`src/rtl/systolic_sequencer.sv`:
```
// rtl/systolic_sequencer.sv - job sequencer for a 2x2 int8 output-stationary systolic array
module systolic_sequencer #(
  parameter int K      = 2,
  parameter int DATA_W = 8,
  parameter int ACC_W  = 32
) (
  input  logic                       clk,
  input  logic                       reset,
  input  logic                       start_valid,
  output logic                       start_ready,
  input  logic [2*K*DATA_W-1:0]      a_mat,
  input  logic [K*2*DATA_W-1:0]      b_mat,
  output logic                       busy,
  output logic                       array_clr,
  output logic                       push11,
  output logic                       pushedge,
  output logic                       push22,
  output logic signed [DATA_W-1:0]   a1X,
  output logic signed [DATA_W-1:0]   a2X,
  output logic signed [DATA_W-1:0]   bX1,
  output logic signed [DATA_W-1:0]   bX2,
  input  logic signed [ACC_W-1:0]    c11,
  input  logic signed [ACC_W-1:0]    c12,
  input  logic signed [ACC_W-1:0]    c21,
  input  logic signed [ACC_W-1:0]    c22,
  output logic                       res_valid,
  input  logic                       res_ready,
  output logic signed [ACC_W-1:0]    res_c11,
  output logic signed [ACC_W-1:0]    res_c12,
  output logic signed [ACC_W-1:0]    res_c21,
  output logic signed [ACC_W-1:0]    res_c22
);

  localparam int CW = $clog2(K + 2);
  localparam int IW = (K > 1) ? $clog2(K) : 1;
  localparam logic [CW-1:0] K_C  = CW'(K);
  localparam logic [CW-1:0] K1_C = CW'(K + 1);

  typedef enum logic [2:0] {IDLE, CLEAR, FEED, DRAIN, DONE} state_t;

  state_t                    state, state_nx;
  logic [CW-1:0]             t;
  logic [IW-1:0]             t_i, tm1_i;
  logic                      clr_st;
  logic signed [DATA_W-1:0]  a_q [2][K];
  logic signed [DATA_W-1:0]  b_q [K][2];

  // Only the low bits are needed for indexing; out-of-range t is masked by the push terms.
  assign t_i   = t[IW-1:0];
  assign tm1_i = t_i - IW'(1);

  always_ff @(posedge clk) begin
    if (!reset) begin
      state <= IDLE;
      t     <= '0;
      for (int k = 0; k < K; k++) begin
        a_q[0][k] <= '0;
        a_q[1][k] <= '0;
        b_q[k][0] <= '0;
        b_q[k][1] <= '0;
      end
      res_c11 <= '0;
      res_c12 <= '0;
      res_c21 <= '0;
      res_c22 <= '0;
    end else begin
      state <= state_nx;
      t     <= (state == FEED && state_nx == FEED) ? t + CW'(1) : '0;
      if (state == IDLE && start_valid) begin
        for (int k = 0; k < K; k++) begin
          for (int i = 0; i < 2; i++) begin
            a_q[i][k] <= a_mat[(i*K+k)*DATA_W +: DATA_W];
            b_q[k][i] <= b_mat[(k*2+i)*DATA_W +: DATA_W];
          end
        end
      end
      if (state == DRAIN) begin
        res_c11 <= c11;
        res_c12 <= c12;
        res_c21 <= c21;
        res_c22 <= c22;
      end
    end
  end

  always_comb begin
    state_nx    = state;
    start_ready = 1'b0;
    busy        = 1'b1;
    clr_st      = 1'b0;
    res_valid   = 1'b0;
    push11      = 1'b0;
    pushedge    = 1'b0;
    push22      = 1'b0;
    a1X         = '0;
    a2X         = '0;
    bX1         = '0;
    bX2         = '0;
    case (state)
      IDLE: begin
        start_ready = 1'b1;
        busy        = 1'b0;
        if (start_valid) state_nx = CLEAR;
      end
      CLEAR: begin
        clr_st   = 1'b1;
        state_nx = FEED;
      end
      FEED: begin
        // Row/column 2 lag row/column 1 by one cycle to form the diagonal wavefront.
        push11   = (t < K_C);
        pushedge = (t != '0) && (t <= K_C);
        push22   = (t >= CW'(2)) && (t <= K1_C);
        if (push11) begin
          a1X = a_q[0][t_i];
          bX1 = b_q[t_i][0];
        end
        if (pushedge) begin
          a2X = a_q[1][tm1_i];
          bX2 = b_q[tm1_i][1];
        end
        if (t == K1_C) state_nx = DRAIN;
      end
      DRAIN: state_nx = DONE;
      DONE: begin
        res_valid = 1'b1;
        if (res_ready) state_nx = IDLE;
      end
      default: state_nx = IDLE;
    endcase
  end

  assign array_clr = !reset || clr_st;

endmodule

```
`config.mk`:
```
export PLATFORM = sky130hd
export DESIGN_NAME = systolic_sequencer
export DESIGN_NICKNAME = d
export VERILOG_FILES = /design/src/rtl/systolic_sequencer.sv
export SDC_FILE = /design/constraint.sdc
export NUM_CORES = 1
export LEC_CHECK = 0
export ABC_AREA = 1
export CORE_MARGIN = 5
export CORE_UTILIZATION = 42
export CTS_BUF_LIST = sky130_fd_sc_hd__clkbuf_8
export CTS_CLUSTER_SIZE = 14
export DETAILED_ROUTE_END_ITERATION = 16
export GPL_TIMING_DRIVEN = 0
export HOLD_SLACK_MARGIN = 0.08
export PLACE_DENSITY_LB_ADDON = 0.08
export SLEW_MARGIN = 20
export SYNTH_ARGS = -nofsm -noshare
export SYNTH_HDL_FRONTEND = slang
export SYNTH_SLANG_ARGS = --single-unit
```
`constraint.sdc`:
```
create_clock -name clk -period 3.21 [get_ports clk]
set_input_delay 0.321 -clock clk [delete_from_list [all_inputs] [get_ports clk]]
set_output_delay 0.321 -clock clk [all_outputs]
set_load 0.1 [all_outputs]
```
==> results of run 1 <==
synth_stat cells, types with 2 or more instances:
master / count / area, µm²
o21ai_0: 128 / 641
edfxtp_1: 64 / 1920
dfxtp_1: 134 / 2680
nand4_2: 2 / 25.0
a21oi_1: 19 / 95.1
a21boi_1: 10 / 75.1
inv_2: 5 / 18.8
inv_1: 71 / 267
buf_2: 23 / 115
buf_4: 4 / 30.0
ha_1: 2 / 25.0
nand4_1: 2 / 12.5
nor2_1: 341 / 1280
nand2_1: 51 / 191
nand3_1: 2 / 10.0
nor3_1: 3 / 15.0
buf_6: 12 / 135
a21boi_0: 6 / 45.0
clkbuf_1: 17 / 63.8
worst min-delay path, delay by kind of cell:
| kind | cells | cell delay (ps) |
|---|---|---|
| and+or+nand+nor | 1 | 40 |
| buffers and inverters | 1 | 390 |
| AOI/OAI and AO/OA | 1 | 150 |
cell type report:
| class | count | share of cell area (%) |
|---|---|---|
| flip-flops and latches | 198 | 38.3 |
| repair buffers | 363 | 29.9 |
| inverters | 76 | 2.38 |
| diodes | 2 | 0.0417 |
| clock inverters | 15 | 1.37 |
| clock buffers | 17 | 1.95 |
| plain buffers | 57 | 2.91 |
| well taps | 229 | 2.39 |
| multi-input cells | 570 | 20.7 |
what timing repair did:
action | CTS | global route
resized for setup | 51 | 31
endpoints found under the setup margin | 23 | 21
buffers inserted | 0 | 0
flip-flops by register name, indices dropped and copies added, names as in the netlist, named ones only:
signal and count:
res_c22 32, a_q 32, res_c21 32, t 2
res_c11 32, b_q 32, res_c12 32, state 3
kinds of logic after synthesis:
kind of cell               Yosys count  share of synthesized area (%)
and+or+nand+nor                    405                           20.4
DFF                                198                           59.9
AOI/OAI and AO/OA                  163                           11.1
buffers and inverters              133                           8.25
adders and majority gates            2                          0.325
metrics by stage:
step | total power, mW | worst slack [ps] | util [%] | hold WS, ps
6_report | 5.45 | 167 | 66.6 | 465
5_1_grt | 5.67 | 34.4 | 66.6 | 450
4_1_cts | 5.49 | 0.662 | 67.0 | 429
3_5_place_dp | 3.88 | -29.7 | 64.7 | 470
3_3_place_gp | 3.86 | -927 | 64.5 | 460
2_1_floorplan | 3.45 | -106 | - | 484
worst paths after layout:
path         slack (ps)           to  startpoint  cells past startpoint
min reg2reg         480   res_c22[4]  res_c22[4]                      2
min                 460  res_c12[26]     c12[26]                      3
max reg2reg        1640    a_q[0][3]    state[1]                      5
max                 170     pushedge        t[0]                      6
report_power, final:
part / switching, mW / internal [mW] / leakage (nW) / total, mW
clock: 0.872 / 0.763 / 0.206 / 1.64
combinational: 0.664 / 0.391 / 2.87 / 1.05
sequential: 0.0422 / 2.71 / 1.78 / 2.76
total: 1.58 / 3.87 / 4.85 / 5.45
routing by layer:
layer  wire length (µm)  part of all wire (%)  GRT usage (%)
met1               9450                    38           25.0
met2              12300                    49           39.2
met3               2060                   8.3           8.45
met4                990                   4.0           10.9
met5                 11                 0.044              0
==> reports/qor.yml, run 1 <==
layout:
  final_common_cell: "clkdlybuf4s50_1"
  n_fill_cell: 1608
  fin_nets: 1481
  final_cells: 1527
  final_cell_mix: "clkdlybuf4s50_1 (332), nor2_1 (331), dfxtp_1 (134)"
  drive_above_1_share_pct: 8.26
  design_area_um2: 12000
  multi_input_area_um2: 2490
  regArea_um2: 4600
  area_growth_pct: 56.2
grt:
  overflow: 0
  antenna_found_initial: 3
  grt_usage_pct: 22.8
  grt_pass1_vias: 7011
  grt_max_degree: 48
  grt_pass1_wl_mm: 38.1
status:
  status: "complete, no violations"
detailed_routing:
  ant_nets: 0
  routed_via_density: 4.64
  dr.pass1.iters: 7
  drc: 0
  vias: 7088
  drt_wl_total_mm: 24.8
  routedWlPerCell_um: 16.2
  dr.first_iter.drc_count: 323
critical_path:
  timing.critical_path.buf_inv: 4
  cp_common_cell: "buf_2"
  cp-end-kind: "output port"
  crit_fanout: 10
  crit_required_ps: 2890
  path_class: "flop to output port"
  crit_path_top_delay_cell: "dlygate4sd2_1"
  critPathMaxStageDelay_ps: 870
  worstPathArrival_ps: 2720
  crit_path_start_kind: "flop"
  path_delay_family: "buffers and inverters"
  crit_chain: "buf_2 > inv_2 > buf_2 > ha_1 > nor2_4 > dlygate4sd2_1"
floorplan:
  rows: 49
  io_pins: 363
  die_area_um2: 21100
  fp.coreArea_um2: 18000
  die_x_um: 145
  initial_core_util_pct: 42.7
  die_h_um: 145
min_path:
  hold_class: "primary input to flop"
logic_synthesis:
  synthDistinctLibCells: 24
  syn-num-nets: 1099
  syn-cell-area_um2: 7690
  synthFlopType: "dfxtp_1"
  synth_cells: 901
  synth-seq-cells: 198
  yosysSeqAreaShare_pct: 59.9
  synth_edf_count: 64
  synthArstFlopShare_pct: 0
  synth-warning-count: 0
  avgSynthCellArea_um2: 8.53
place:
  postPlaceCellArea_um2: 11700
  gp_congestion: 0.813
  dp_hpwl_mm: 19.1
  placedCellCount: 1493
  port_buffers: 362
cts:
  clk_latency_ps: 470
  cts_buffers: 17
  cts-root-buf: "clkbuf_8"
  ctsHoldBuffers: 0
  clkSinkCount: 198
  clk_pin_slew_ps: 100
  tritoncts: "built"
  clockBufferDepth: 2
  cts_max_level: 4
sta:
  rsz0062_at_grt: "false"
  finalClockSkew_ps: 21.9
  period_share_pct: 94.8
  hold_viol_final: 0
  finalSetupTns_ps: 0
  worst_pin_slew_ps: 1060
  finalCriticalPeriod_ps: 3040
  slew_headroom_pct: 29.1
  clock.fmax_mhz: 329
  drv_slew: 0
  setup_violations: 0
flow_run:
  drv_cap: 0
power_and_ir_drop:
  peakVddDrop_uv: 283
  p_leak_nw: 4.85
  powerDensity_nw_per_um2: 453
No activity file was read; power rests on OpenSTA's default activity.
==> run 2, diff against run 1 <==
Settings changed: CORE_UTILIZATION 42 to 45.
Clock period 3.21 ns to 3.9 ns, I/O delays scaled along.
==> run 2 against run 1 <==
  * Global-route usage grew 0.77 points
  * Non-clock buffer count is the same
  * Hold slack gained 22 ps
  * Power shrank 17%
  * Die area shrank 6.2%
  * Critical path type unchanged
  * Largest power group unchanged
==> reports/qor.yml, run 2 (same netlist as run 1, synthesis figures left out) <==
status:
  status: "complete, no violations"
critical_path:
  crit_fanout: 10  # unchanged
  worstPathArrival_ps: 3320  # +600 ps
  path_class: "flop to output port"
  crit_required_ps: 3510  # +620 ps
  rrSetupSlack_ps: 2210  # +570 ps
  critPathMaxStageDelay_ps: 1140  # +270 ps
  crit_path_top_delay_cell: "clkdlybuf4s50_1"
  crit_path_start_kind: "flop"
  cp-end-kind: "output port"
  crit_chain: "buf_2 > inv_2 > buf_2 > ha_1 > nor2_2 > inv_2 > buf_4 > nor2_1 > clkdlybuf4s50_1"
cts:
  clkSinkCount: 198  # unchanged
  ctsHoldBuffers: 0  # unchanged
  tritoncts: "built"
  cts_buffers: 17  # unchanged
  clockBufferDepth: 2  # unchanged
  clk_latency_ps: 460  # about the same
  cts_setup_buffers: 0  # unchanged
  cts_max_level: 4  # unchanged
  cts-root-buf: "clkbuf_8"
  clk_pin_slew_ps: 90  # about the same
detailed_routing:
  dr.first_iter.drc_count: 324  # +0.31%
  drc: 0  # unchanged
  vias: 7037  # -0.72%
  dr.pass1.iters: 4  # -3
  drt_wl_total_mm: 24.5  # -1.2%
  ant_nets: 0  # unchanged
  routedWlPerCell_um: 16.1  # -0.55%
  routed_via_density: 4.64  # about the same
floorplan:
  die_h_um: 141  # -3.2%
  initial_core_util_pct: 46.0  # +3.4 points
  rows: 47  # -4.1%
  fp.coreArea_um2: 16700  # -7.3%
  die_area_um2: 19800  # -6.2%
  die_x_um: 141  # -3.2%
  io_pins: 363  # unchanged
layout:
  final_cells: 1517  # -0.65%
  final_common_cell: "clkdlybuf4s50_1"
  final_util_pct: 72.1  # +5.5 points
  area_growth_pct: 56.6
  drive_above_1_share_pct: 6.33  # -1.9 points
  fin_nets: 1481  # unchanged
  final_cell_mix: "clkdlybuf4s50_1 (360), nor2_1 (341), dfxtp_1 (134)"
  design_area_um2: 12000  # +0.25%
power_and_ir_drop:
  clockPowerShare_pct: 30.3  # +0.3 points
  p_switching_mw: 1.27  # -20%
  combPwrFrac_pct: 19.3  # about the same
  peakVddDrop_uv: 191  # -33%
  cellInternalPower_mw: 3.22  # -17%
  power.total_mw: 4.49  # -17%
  p_leak_nw: 4.72  # -2.7%
  seqPwrFrac_pct: 50.4  # -0.2 points
  switching_share_pct: 28.3  # -0.73 points
  powerDensity_nw_per_um2: 373  # -18%
grt:
  busiest_layer: "met2"
  antenna_found_initial: 2  # -1
  grt_pass1_vias: 6589  # -6.0%
  grt_usage_pct: 23.6  # +0.77 points
  overflow: 0  # unchanged
  grt_pass1_wl_mm: 36.0  # -5.6%
  use_met3_pct: 9.28  # +0.83 points
  met1_usage_pct: 25.7  # +0.66 points
  grt_max_degree: 34  # -29%
  grt_use_met2_pct: 41.4  # +2.2 points
sta:
  setup_slack_ps: 190  # +22.2 ps
  clock.fmax_mhz: 270
  rsz0062_at_grt: "false"
  slew_headroom_pct: 27.0  # -2.1 points
  finalClockSkew_ps: 14.3  # -7.58 ps
  hold_viol_final: 0  # unchanged
  setup_violations: 0  # unchanged
  hold_ws_ps: 487  # +22.0 ps
  period_share_pct: 95.1
  finalSetupTns_ps: 0  # unchanged
  worst_pin_slew_ps: 1090  # +31.8 ps
  drv_slew: 0  # unchanged
  finalCriticalPeriod_ps: 3710
place:
  pre_cts_slack_ps: 547  # +577 ps
  postPlaceCellArea_um2: 11600  # -0.42%
  dp_hpwl_mm: 19.1  # about the same
  gp_congestion: 0.836  # +2.8%
  port_buffers: 362  # unchanged
  placedCellCount: 1484  # -0.60%
min_path:
  hold_class: "flop to flop"
flow_run:
  drv_cap: 0  # unchanged
[run 2: changes by cell type in the layout (fill, tap and decap cells not counted), sizes merged, moves of 2 or more]
cell	delta
clkdlybuf4s50	+28
buf	-10
dlygate4sd2	-7
dlymetal6s2s	-5
inv	-3
clkbuf	+2
clkdlybuf4s15	-2
[run 2: worst paths after layout]
check | from | endpoint | depth (start not counted)
worst min-delay path | res_c11[1] | res_c11[1] | 2
worst max register to register | state[1] | a_q[0][14] | 5
worst max-delay path | t[0] | bX2[1] | 9
worst min register to register | res_c11[1] | res_c11[1] | 2
[run 2: routing by layer]
metal  up-vias  part of all wire (%)
li1       3598                     -
met1      3147                    37
met2       241                    51
met3        47                   9.0
met4         4                   3.1
met5         -                  0.11
[run 2: power groups by stage]
stage	Clock (mW)	Sequential, mW	Combinational (mW)
floorplan	0	2.56	0.271
global placement	0	2.31	0.856
detailed placement	0	2.31	0.868
CTS	1.39	2.27	0.871
global route	1.48	2.28	0.915
finish	1.36	2.27	0.865
[run 2: repair_timing]
action                                  CTS  global route
gates resized for setup                   0             2
endpoints found under the setup margin    0             2
endpoints found under the hold margin     0             0
[run 2: worst max-delay path: cells and delay by family (launching register included)]
kind,cells,cell delay (ps)
buffers and inverters,6,1910
DFF,1,340
adders and majority gates,1,340
and+or+nand+nor,2,270
[run 2: area by class of cell]
class	instances	area, µm²
diodes	1	2.50
plain buffers	57	349
clock buffers	23	317
clock inverters	9	98.8
fillers	1350	4660
inverters	76	285
multi-input cells	570	2460
flip-flops and latches	198	4600
well taps	220	275
repair buffers	363	3650
==> run 3, diff against run 2 <==
Settings changed: CORE_AREA set to 2 2 142 144, CORE_MARGIN 5 to unset, CORE_UTILIZATION 45 to unset, CTS_CLUSTER_DIAMETER set to 200, DIE_AREA set to 0 0 144 146.
==> run 3 against run 2 <==
  * Final cell count grew 2.9%
  * Clock power grew 4%
  * Register-to-register slack is essentially flat
  * Clock-buffer cell count shrank 5
  * Combinational power is essentially flat
  * Worst setup slack lost 19 ps
  * Cell area grew 0.68%
  * Critical endpoint unchanged
==> reports/qor.yml, run 3 (same netlist as run 1, synthesis figures left out) <==
critical_path:
  crit_required_ps: 3510  # about the same
  crit_chain: "buf_2 > inv_2 > buf_2 > ha_1 > nor2_2 > inv_2 > buf_4 > nor2_1 > clkdlybuf4s50_1"
  rrSetupSlack_ps: 2220  # about the same
  crit_fanout: 10  # unchanged
  r2r_end: "a_q[0][14]"
  worstPathArrival_ps: 3340  # +20 ps
  crit_path_top_delay_cell: "clkdlybuf4s50_1"
  r2r-start: "state[1]"
  critPathMaxStageDelay_ps: 1130  # about the same
  path_delay_family: "buffers and inverters"
  timing.critical_path.buf_inv: 6  # unchanged
  path_class: "flop to output port"
  crit_path_start_kind: "flop"
  cp-end-kind: "output port"
  reg2reg_depth: 5  # unchanged
power_and_ir_drop:
  p_switching_mw: 1.35  # +6.0%
  switching_share_pct: 29.6  # +1.4 points
  cellInternalPower_mw: 3.20  # -0.80%
  seqPwrFrac_pct: 49.9  # -0.5 points
  clockPowerShare_pct: 31.0  # +0.7 points
  peakVddDrop_uv: 210  # +9.8%
  powerDensity_nw_per_um2: 375  # +0.44%
  combPwrFrac_pct: 19.0  # -0.3 points
  p_leak_nw: 4.86  # +2.9%
detailed_routing:
  drt_wl_total_mm: 23.7  # -3.0%
  drc: 0  # unchanged
  vias: 6957  # -1.1%
  met1_length_mm: 9.32  # +2.5%
  routedWlPerCell_um: 15.2  # -5.8%
  routed_via_density: 4.46  # -3.9%
  highest_layer: "met4"
  dr_wl_met2_mm: 11.9  # -3.9%
  ant_nets: 0  # unchanged
  wl_met3_mm: 1.91  # -13%
  dr.pass1.iters: 4  # unchanged
  dr.first_iter.drc_count: 288  # -11%
grt:
  grt_pass1_wl_mm: 35.7  # -0.84%
  overflow: 0  # unchanged
  grt_max_degree: 38  # +12%
  antenna_found_initial: 0  # -2
  grt_usage_pct: 22.2  # -1.4 points
  grt_pass1_vias: 6673  # +1.3%
floorplan:
  io_pins: 363  # unchanged
  rows: 51  # +8.5%
  initial_core_util_pct: 39.8  # -6.3 points
  fp.coreArea_um2: 19300  # +16%
  die_h_um: 146  # +3.8%
  die_area_um2: 21000  # +6.2%
  die_x_um: 144  # +2.3%
sta:
  period_share_pct: 95.6  # +0.48 points
  finalCriticalPeriod_ps: 3730  # +18.7 ps
  hold_viol_final: 0  # unchanged
  clock.fmax_mhz: 268  # -0.50%
  worst_pin_slew_ps: 1100  # +7.00 ps
  finalClockSkew_ps: 10.8  # -3.48 ps
  rsz0062_at_grt: "false"
  setup_violations: 0  # unchanged
  slew_headroom_pct: 26.5  # -0.47 points
  finalSetupTns_ps: 0  # unchanged
  drv_slew: 0  # unchanged
cts:
  cts_max_level: 4  # unchanged
  cts_setup_buffers: 0  # unchanged
  cts-root-buf: "clkbuf_8"
  clkSinkCount: 198  # unchanged
  ctsHoldBuffers: 0  # unchanged
  cts_resized: 0  # unchanged
  clk_latency_ps: 460  # about the same
  clk_pin_slew_ps: 100  # about the same
  clockBufferDepth: 2  # unchanged
  tritoncts: "built"
  cts_buffers: 17  # unchanged
layout:
  n_fill_cell: 1735  # +29%
  design_area_um2: 12100  # +0.68%
  final_util_pct: 62.7  # -9.4 points
  drive_above_1_share_pct: 6.48  # +0.15 points
  area_growth_pct: 57.6
  fin_nets: 1481  # unchanged
  final_common_cell: "clkdlybuf4s50_1"
  final_cell_mix: "clkdlybuf4s50_1 (353), nor2_1 (341), dfxtp_1 (134)"
  diodes: 0  # -1
place:
  gp_congestion: 0.772  # -7.6%
  port_buffers: 362  # unchanged
  postPlaceCellArea_um2: 11700  # +0.48%
  dp_hpwl_mm: 17.9  # -6.2%
flow_run:
  drv_cap: 0  # unchanged
status:
  status: "complete, no violations"
min_path:
  hold_path_end: "res_c11[10]"
  hold_class: "flop to flop"
  min_path_cells: 2  # unchanged
  worstHoldStart: "res_c11[10]"
[run 3: cell count changes in the layout (fill, tap and decap cells not counted), moves of 3 or more]
cell,previous run,this run
clkdlybuf4s50_1,360,353
dlymetal6s2s_1,2,9
clkbuf_8,23,18
inv_6,0,4
inv_8,0,3
clkinv_4,0,3
[run 3: worst register-to-register path, stage by stage (launching register included)]
cell	delay [ps]
dfxtp_1	310
buf_4	160
nor2_4	120
nand3_1	150
nand2_4	340
buf_12	280
[run 3: area by class of cell]
cell class / count / area (µm²) / area share, %
flip-flops and latches: 198 / 4600 / 38.0
repair buffers: 363 / 3670 / 30.2
multi-input cells: 570 / 2460 / 20.3
plain buffers: 57 / 349 / 2.88
well taps: 265 / 332 / 2.74
inverters: 76 / 285 / 2.35
clock buffers: 18 / 248 / 2.04
clock inverters: 14 / 178 / 1.47
[run 3: worst max path at each step]
stage          slack [ps]  cells past startpoint  startpoint          to
2_1_floorplan          10                      8        t[0]      a2X[0]
3_3_place_gp         -520                      4       reset  a_q[0][16]
6_report              170                      9        t[0]      bX2[1]
4_1_cts                60                      9        t[0]      bX2[3]
5_1_grt                 3                      9        t[0]      bX2[1]
3_5_place_dp          490                      5       reset   array_clr
[run 3: power by group through the flow]
| stage | logic (mW) | registers [mW] | clock network, mW |
|---|---|---|---|
| 6_report | 0.865 | 2.27 | 1.41 |
| 3_3_place_gp | 0.859 | 2.32 | 0 |
| 2_1_floorplan | 0.271 | 2.56 | 0 |
| 5_1_grt | 0.920 | 2.28 | 1.52 |
| 4_1_cts | 0.871 | 2.27 | 1.44 |
| 3_5_place_dp | 0.868 | 2.32 | 0 |
[run 3: layer usage]
| layer | up-vias | track usage (%) |
|---|---|---|
| met2 | 241 | 39.2 |
| met1 | 3080 | 24.3 |
| li1 | 3599 | - |
| met3 | 37 | 7.80 |
| met5 | - | 0 |
| met4 | 0 | 8.09 |
[run 3: stage by stage]
step                      setup WS (ps)  total power [mW]  hold WS (ps)  instances
after floorplan                    13.4              2.83           484        901
after global placement             -525              3.17           460       1528
after detailed placement            494              3.18           471       1529
after CTS                          64.6              4.58           493       1561
after global routing               2.98              4.72           513       1561
final                               171              4.54           488       1561
